<file path="src/rtl/pe_requant_collector.sv">
// Collects the results of a bank of sequential dot-product PEs and requantizes them.
// Each element gets optional ReLU, a rounding shift and saturation, then the vector is handed off over valid/ready.
module pe_requant_collector #(
  parameter int NUM_PE    = 16,
  parameter int W         = 8,
  parameter int ACC_WIDTH = W + 7,
  parameter int SHIFT     = 4,
  parameter int RELU_EN   = 1
) (
  input  logic                        clk,
  input  logic                        reset_n,
  input  logic                        go,
  output logic                        pe_start,
  input  logic [NUM_PE-1:0]           pe_done,
  input  logic [ACC_WIDTH*NUM_PE-1:0] pe_result_flat,
  output logic [W*NUM_PE-1:0]         out_vector_flat,
  output logic                        out_valid,
  input  logic                        out_ready,
  output logic                        busy,
  output logic [$clog2(NUM_PE+1)-1:0] sat_count
);

  localparam int IW = (NUM_PE > 1) ? $clog2(NUM_PE) : 1;
  localparam int CW = $clog2(NUM_PE + 1);

  localparam logic signed [ACC_WIDTH:0] MAXV = (ACC_WIDTH+1)'((2 ** (W - 1)) - 1);
  localparam logic signed [ACC_WIDTH:0] MINV = ~MAXV;

  typedef enum logic [1:0] {
    IDLE,
    WAIT,
    PROC,
    HOLD
  } state_t;

  state_t                        state;
  logic [IW-1:0]                 index;
  logic [ACC_WIDTH*NUM_PE-1:0]   cap_buf;

  logic signed [ACC_WIDTH-1:0]   x_raw;
  logic signed [ACC_WIDTH-1:0]   x_relu;
  logic signed [ACC_WIDTH:0]     x_ext;
  logic signed [ACC_WIDTH:0]     r_val;
  logic                          sat_hi;
  logic                          sat_lo;
  logic [W-1:0]                  y;

  always_comb begin
    x_raw  = cap_buf[index*ACC_WIDTH +: ACC_WIDTH];
    x_relu = ((RELU_EN != 0) && x_raw[ACC_WIDTH-1]) ? '0 : x_raw;
    x_ext  = {x_relu[ACC_WIDTH-1], x_relu};
  end

  // One extra bit of headroom keeps the rounding add from wrapping.
  generate
    if (SHIFT > 0) begin : g_round
      localparam logic signed [ACC_WIDTH:0] RND = (ACC_WIDTH+1)'(2 ** (SHIFT - 1));
      assign r_val = (x_ext + RND) >>> SHIFT;
    end else begin : g_noround
      assign r_val = x_ext;
    end
  endgenerate

  always_comb begin
    sat_hi = (r_val > MAXV);
    sat_lo = (r_val < MINV);
    if (sat_hi)      y = MAXV[W-1:0];
    else if (sat_lo) y = MINV[W-1:0];
    else             y = r_val[W-1:0];
  end

  always_ff @(posedge clk or negedge reset_n) begin
    if (!reset_n) begin
      state           <= IDLE;
      pe_start        <= 1'b0;
      out_valid       <= 1'b0;
      busy            <= 1'b0;
      out_vector_flat <= '0;
      sat_count       <= '0;
      index           <= '0;
      cap_buf         <= '0;
    end else begin
      pe_start <= 1'b0;
      case (state)
        IDLE: begin
          if (go) begin
            pe_start <= 1'b1;
            busy     <= 1'b1;
            state    <= WAIT;
          end
        end
        WAIT: begin
          // pe_done is stale while pe_start is still high.
          if (!pe_start && (&pe_done)) begin
            cap_buf   <= pe_result_flat;
            sat_count <= '0;
            index     <= '0;
            state     <= PROC;
          end
        end
        PROC: begin
          out_vector_flat[index*W +: W] <= y;
          if (sat_hi || sat_lo) sat_count <= sat_count + CW'(1);
          if (index == IW'(NUM_PE - 1)) begin
            out_valid <= 1'b1;
            state     <= HOLD;
          end else begin
            index <= index + IW'(1);
          end
        end
        HOLD: begin
          if (out_ready) begin
            out_valid <= 1'b0;
            busy      <= 1'b0;
            state     <= IDLE;
          end
        end
        default: state <= IDLE;
      endcase
    end
  end

endmodule

</file>
<file path="config.mk">
export PLATFORM = sky130hd
export DESIGN_NAME = pe_requant_collector
export DESIGN_NICKNAME = d
export VERILOG_FILES = /design/src/rtl/pe_requant_collector.sv
export SDC_FILE = /design/constraint.sdc
export NUM_CORES = 1
export LEC_CHECK = 0
export ABC_AREA = 1
export CORE_MARGIN = 1
export CORE_UTILIZATION = 49
export CTS_BUF_LIST = sky130_fd_sc_hd__clkbuf_8 sky130_fd_sc_hd__clkbuf_16
export CTS_CLUSTER_SIZE = 14
export DETAILED_ROUTE_END_ITERATION = 8
export GPL_ROUTABILITY_DRIVEN = 1
export PLACE_DENSITY_LB_ADDON = 0.1
export SYNTH_ARGS = -nofsm -noshare
export SYNTH_HDL_FRONTEND = slang
export SYNTH_SLANG_ARGS = --single-unit
</file>
<file path="constraint.sdc">
create_clock -name clk -period 4 [get_ports clk]
set_clock_uncertainty 0.2 [all_clocks]
set_input_delay 0.8 -clock clk [delete_from_list [all_inputs] [get_ports clk]]
set_output_delay 0.8 -clock clk [all_outputs]
set_load 0.02 [all_outputs]
</file>
Word level (Yosys, flattened, before mapping)
Index checks and enable logic that the tools add are counted.
{"block": "op_classes", "n_mul": 1, "bitwise": 0, "magnitude_cmp": 2, "n_mux": 22, "addsub": 4, "n_reduce_logical": 14, "div": 0, "shift": 3, "eq_ne": 10}
{"cell": "$shiftx 240x9->15", "count": 1}
{"cell": "$bwmux 128", "count": 1}
{"cell": "$shift 8x34->128 const A", "count": 1}
{"cell": "$shiftx 8x34->128", "count": 1}
{"cell": "$neg 7->34", "count": 1}
{"cell": "$mux 8", "count": 2}
{"cell": "$reduce_and 16->1", "count": 1}
{"cell": "$add 14x4->15 const B", "count": 1}
{"cell": "$mux 14", "count": 1}
{"cell": "$lt 12x8->1 const B", "count": 1}
{"cell": "$ne 2x2->1 const B", "count": 6}
{"cell": "$reduce_and 3->1", "count": 4}
{"cell": "$gt 11x7->1 const B", "count": 1}
{"cell": "$mux 5", "count": 2}
{"cell": "$pmux 5 s2", "count": 1}
{"cell": "$mul 4x4->8 const B", "count": 1}
{"cell": "$mux 2", "count": 4}
{"cell": "$mux 4", "count": 2}
{"cell": "$pmux 2 s4", "count": 1}
{"cell": "$pmux 4 s2", "count": 1}
{"cell": "$reduce_bool 2->1", "count": 3}
{"cell": "$add 5x1->5 const B", "count": 1}
{"cell": "$mux 1", "count": 5}
{"cell": "$add 4x1->4 const B", "count": 1}
{"cell": "other kinds (10)", "count": 12}
{"block": "totals", "latchBits": 0, "rom_bits": 0, "reg_bits": 382, "output_inout_bits": 136, "ramBits": 0, "memories": 0, "input_bits": 260}

Depth between registers and ports, before layout
{"block": "logic_depth", "depth_word": 9, "depth_mapped": 23}

Worst setup path before layout
Ideal clock, no wire load.
{"block": "synth_timing", "path_type": "register to register", "from": "reg index[0]", "to": "reg out_vector_flat[116]", "path_buffers": 4, "stages_incl_launch_ff": 11, "path_slack_ps": 1071, "period_less_slack_ps": 2929, "t_arrival_ps": 2652, "path_cell_list": "dfrtp_1 > buf_6 > inv_4 > buf_2 > buf_2 > ha_1 > clkbuf_1 > clkinv_1 > nor2_1 > nand3_1 > a21oi_1"}
{"block": "synth_via", "elab_chain_len": 9, "elab_cells_between_ends": 12, "classes_between": "add/sub (2); mul (1); order compare (2); shift (3); mux (4)"}
{"element": "start: declaration", "line_no": "37", "rtl": "logic [IW-1:0] index;"}
{"element": "start signal: assignment", "line_no": "108", "rtl": "index <= index + IW'(1);"}
{"element": "$mul 4x4->8", "line_no": "49", "rtl": "x_raw = cap_buf[index*ACC_WIDTH +: ACC_WIDTH];"}
{"element": "$shiftx 240x9->15", "line_no": "49"}
{"element": "$mux 14", "line_no": "50", "rtl": "x_relu = ((RELU_EN != 0) && x_raw[ACC_WIDTH-1]) ? '0 : x_raw;"}
{"element": "$add 14x4->15", "line_no": "58", "rtl": "assign r_val = (x_ext + RND) >>> SHIFT;"}
{"element": "$lt 12x8->1", "line_no": "66", "rtl": "sat_lo = (r_val < MINV);"}
{"element": "$mux 8", "line_no": "68", "rtl": "else if (sat_lo) y = MINV[W-1:0];"}
{"element": "$mux 8", "line_no": "67", "rtl": "if (sat_hi) y = MAXV[W-1:0];"}
{"element": "$shiftx 8x34->128", "line_no": "102", "rtl": "out_vector_flat[index*W +: W] <= y;"}
{"element": "$bwmux 128 (*)", "line_no": "102"}
{"element": "end signal: indexed assignment", "line_no": "102"}
{"element": "end: declaration", "line_no": "16", "rtl": "output logic [W*NUM_PE-1:0] out_vector_flat,"}
Every way passes the cells marked *; elsewhere a longest branch is shown, timed or not.
A chain may end at the register's enable or synchronous reset.

Final worst setup path
{"block": "layout_timing", "from": "reg index[1]", "to": "reg out_vector_flat[93]"}
Same word-level chain as after synthesis.

==> results.json <==
{
  "ir_worst_vdd_mv": 0.350,
  "tritoncts": "done",
  "die_height_um": 178,
  "regToRegStartpoint": "index[1]$_DFFE_PN0P_",
  "fillerInstances": 2484,
  "detail_route.wirelength_um": 40200,
  "fmaxAchievable_mhz": 279,
  "cts-root-to-sink-buffers": 3,
  "critical-path-max-stage-delay_ps": 430,
  "post_synth_inst_count": 1564,
  "arrival_ps": 3820,
  "cp_common_cell": "nand2_1",
  "floorplan.initialDensity_pct": 49.7,
  "mean_syn_cell_area_um2": 9.73,
  "rsz_0062_raised_after_global_routing": "false",
  "detail-route-antenna-nets": 0,
  "row_count": 64,
  "vias_per_cell": 5.16,
  "placement.io_buffers": 347,
  "ff2ff_setup_slack_ps": 420,
  "detailedPlacementHpwl_um": 28200,
  "regToRegEndpoint": "out_vector_flat[93]$_DFFE_PN0P_",
  "flip_flop_and_latch_count_after_synthesis": 334,
  "holdCritPathClass": "in -> async",
  "final.min_clock_period_ps": 3580,
  "clock_sink_count": 334,
  "route.detailed.wl_per_inst_um": 17.2,
  "worst-endpoint-required_ps": 4230,
  "grt_pass1_wl_um": 63300,
  "cts_htree_levels": 2,
  "power-per-cell-area_nw_per_um2": 563,
  "netlist-cell-type-count": 38,
  "total_global_routing_overflow": 0,
  "report.power.total_w": 0.0115,
  "mapped_nets": 1836,
  "seq_area_frac_synth_pct": 54.9,
  "pin_count_of_the_biggest_net_entering_global_routing": 193,
  "core_area_um2": 30600,
  "synth.yosys.warnings": 0,
  "clock_latency_ps": 520,
  "end_kind": "register",
  "drt_drc_violations_left": 0,
  "timing.final.crit_share_pct": 89.6,
  "finalWeightedCongestion": 0.861,
  "worst_setup_path_start_kind": "register",
  "critical_path_peak_fanout": 15,
  "setup_viol": 0,
  "drt-initial-drc-count": 616,
  "synth_largest_type_area_fraction_pct": 54.9,
  "worst_path_max_delay_cell": "dfrtp_2",
  "worstPathCellList": "inv_2 > buf_4 > nor2_1 > nand2_1 > o211ai_1 > nand3_1 > nand2_2 > a21oi_1 > ha_1 > nand2_1 > nor2_1 > nand3_1 > nand2_1 > inv_1 > nand2_1 > nand2_2 > nand2_2 > nand4_1 > buf_4 > a21oi_1",
  "cts.reportedPaths.clkPinSlew_ps": 60,
  "cp_top_family": "simple AND/OR/NAND/NOR gates",
  "dr_total_vias": 12061,
  "area_growth_syn_to_layout_pct": 34.3,
  "synth_top_cells_by_area": "dfrtp_1, mux2_2, nand2_1",
  "fin_hold_ws_ps": 81.0,
  "critPathBufInv": 4,
  "die_area_um2": 31800,
  "grt_pass1_vias": 11944,
  "max_cap_viol_count": 0,
  "clock_tree.root_cell": "clkbuf_16",
  "status": "finished, final reports clean",
  "cts-buffers-inserted": 37,
  "global_route.usage.total_pct": 25.7,
  "die_x_um": 178,
  "headroom_to_the_max_slew_limit_pct": 20.7,
  "drive_gt1_share_pct": 16.5,
  "design.portCount": 396,
  "worst_setup_path_category": "reg -> reg",
  "setup_total_negative_slack_ps": 0,
  "p_leak_nw": 10.0,
  "tightestPinTransition_ps": 1190,
  "final_hold_viol_count": 0,
  "synth_area_um2": 15200,
  "grt_antenna_before_repair": 3,
  "synth_top_cell_by_area": "dfrtp_1",
  "maxSlewViolCount": 0,
  "rr_worst_depth": 20,
  "fin_nets": 2181,
  "drtPass1Iterations": 5
}
routing by layer:
metal / global-route usage [%] / up-vias / wire, um
li1: - / 5790 / -
met1: 33.5 / 5787 / 16900
met2: 43.0 / 401 / 19600
met3: 4.88 / 79 / 2570
met4: 9.15 / 4 / 1150
met5: 0 / - / 23
logic make-up after synthesis:
kind of cell / synth area share [%]
multiplexers: 14.2
flip-flops: 54.9
XOR/XNOR: 0.460
AND/OR/NAND/NOR: 18.6
AO/OA/AOI/OAI: 5.44
buffers and inverters: 5.37
adder cells (fa/ha/maj): 0.987
sequential cells by signal, indices dropped and copies added, names as in the netlist:
signal           cells
busy                 1
sat_count            5
out_valid            1
index                4
pe_start             1
out_vector_flat    128
state                2
cap_buf            192
cell type report:
| class | count | area (um2) | share of cell area, % |
|---|---|---|---|
| Inverter | 116 | 440 | 2.16 |
| Clock buffer | 45 | 1060 | 5.18 |
| Timing Repair Buffer | 382 | 3840 | 18.8 |
| Sequential cell | 334 | 8360 | 40.9 |
| Multi-Input combinational cell | 1038 | 6050 | 29.6 |
| Tap cell | 396 | 495 | 2.43 |
| Antenna cell | 6 | 15.0 | 0.0735 |
| Clock inverter | 19 | 163 | 0.796 |
cells in the mapped netlist:
cell and number:
a32o_1 1, or2_0 1, nand2_2 5, inv_2 5
inv_4 1, buf_2 27, o211ai_1 6, mux2_2 192
xnor2_1 2, o2111ai_1 1, o21a_1 1, clkinv_1 3
o22ai_1 3, clkbuf_1 37, o21ai_1 8, a21oi_1 100
o221ai_1 1, nor2_2 3, buf_1 1, xor2_1 6
o32ai_1 1, nand3_1 76, buf_6 5, nor2_1 205
nand2_4 5, dfrtp_1 334, buf_4 6, nand3_2 5
inv_1 107, nand4_2 10, nand4_1 11, ha_1 12
nor3_1 7, or2_2 2, nand3b_1 1, o21ai_0 36
nand2_1 335, nor4_1 2
placed cells by master (no fill, tap or decap), types with 5 or more instances in the layout:
cell type / count
nand2_4: 5
diode_2: 6
xor2_1: 6
nand4_1: 11
ha_1: 12
o211ai_1: 6
a21oi_1: 100
dfrtp_1: 332
nand3_2: 5
nand4_2: 10
clkdlybuf4s50_1: 346
buf_12: 8
inv_1: 118
inv_2: 5
o21ai_1: 8
clkbuf_8: 6
clkbuf_16: 39
nand3_1: 75
nor2_1: 205
nand2_2: 5
nand2_1: 335
o21ai_0: 36
mux2_2: 192
nor3_1: 7
buf_4: 27
power breakdown:
part | switching [W] | internal [W] | total (W)
logic | 0.00253 | 0.00154 | 0.00407
registers | 0.000257 | 0.00378 | 0.00404
clock network | 0.00135 | 0.00206 | 0.00341
what timing repair did:
item	in CTS	in global routing
resized for setup	0	1
hold buffers	0	0
setup endpoints to repair	0	2
buffers inserted	0	1
worst max-delay path by stage:
stage | startpoint | endpoint | cells after the start
floorplan | index[0]$_DFFE_PN0P_ | out_vector_flat[116]$_DFFE_PN0P_ | 10
global placement | index[0]$_DFFE_PN0P_ | out_vector_flat[29]$_DFFE_PN0P_ | 21
detailed placement | index[0]$_DFFE_PN0P_ | out_vector_flat[93]$_DFFE_PN0P_ | 21
CTS | index[0]$_DFFE_PN0P_ | out_vector_flat[93]$_DFFE_PN0P_ | 21
global route | index[0]$_DFFE_PN0P_ | out_vector_flat[77]$_DFFE_PN0P_ | 21
finish | index[1]$_DFFE_PN0P_ | out_vector_flat[93]$_DFFE_PN0P_ | 20
metrics by stage:
stage,util [%],setup slack (ps),cell area (um2),cells
2_1_floorplan,-,1070,15200,1564
3_3_place_gp,62.7,380,19200,2265
3_5_place_dp,62.7,263,19200,2265
4_1_cts,66.7,236,20400,2329
5_1_grt,66.7,98.9,20400,2331
6_report,66.8,417,20400,2336
Note: power is estimated with default switching activity, not from simulation.
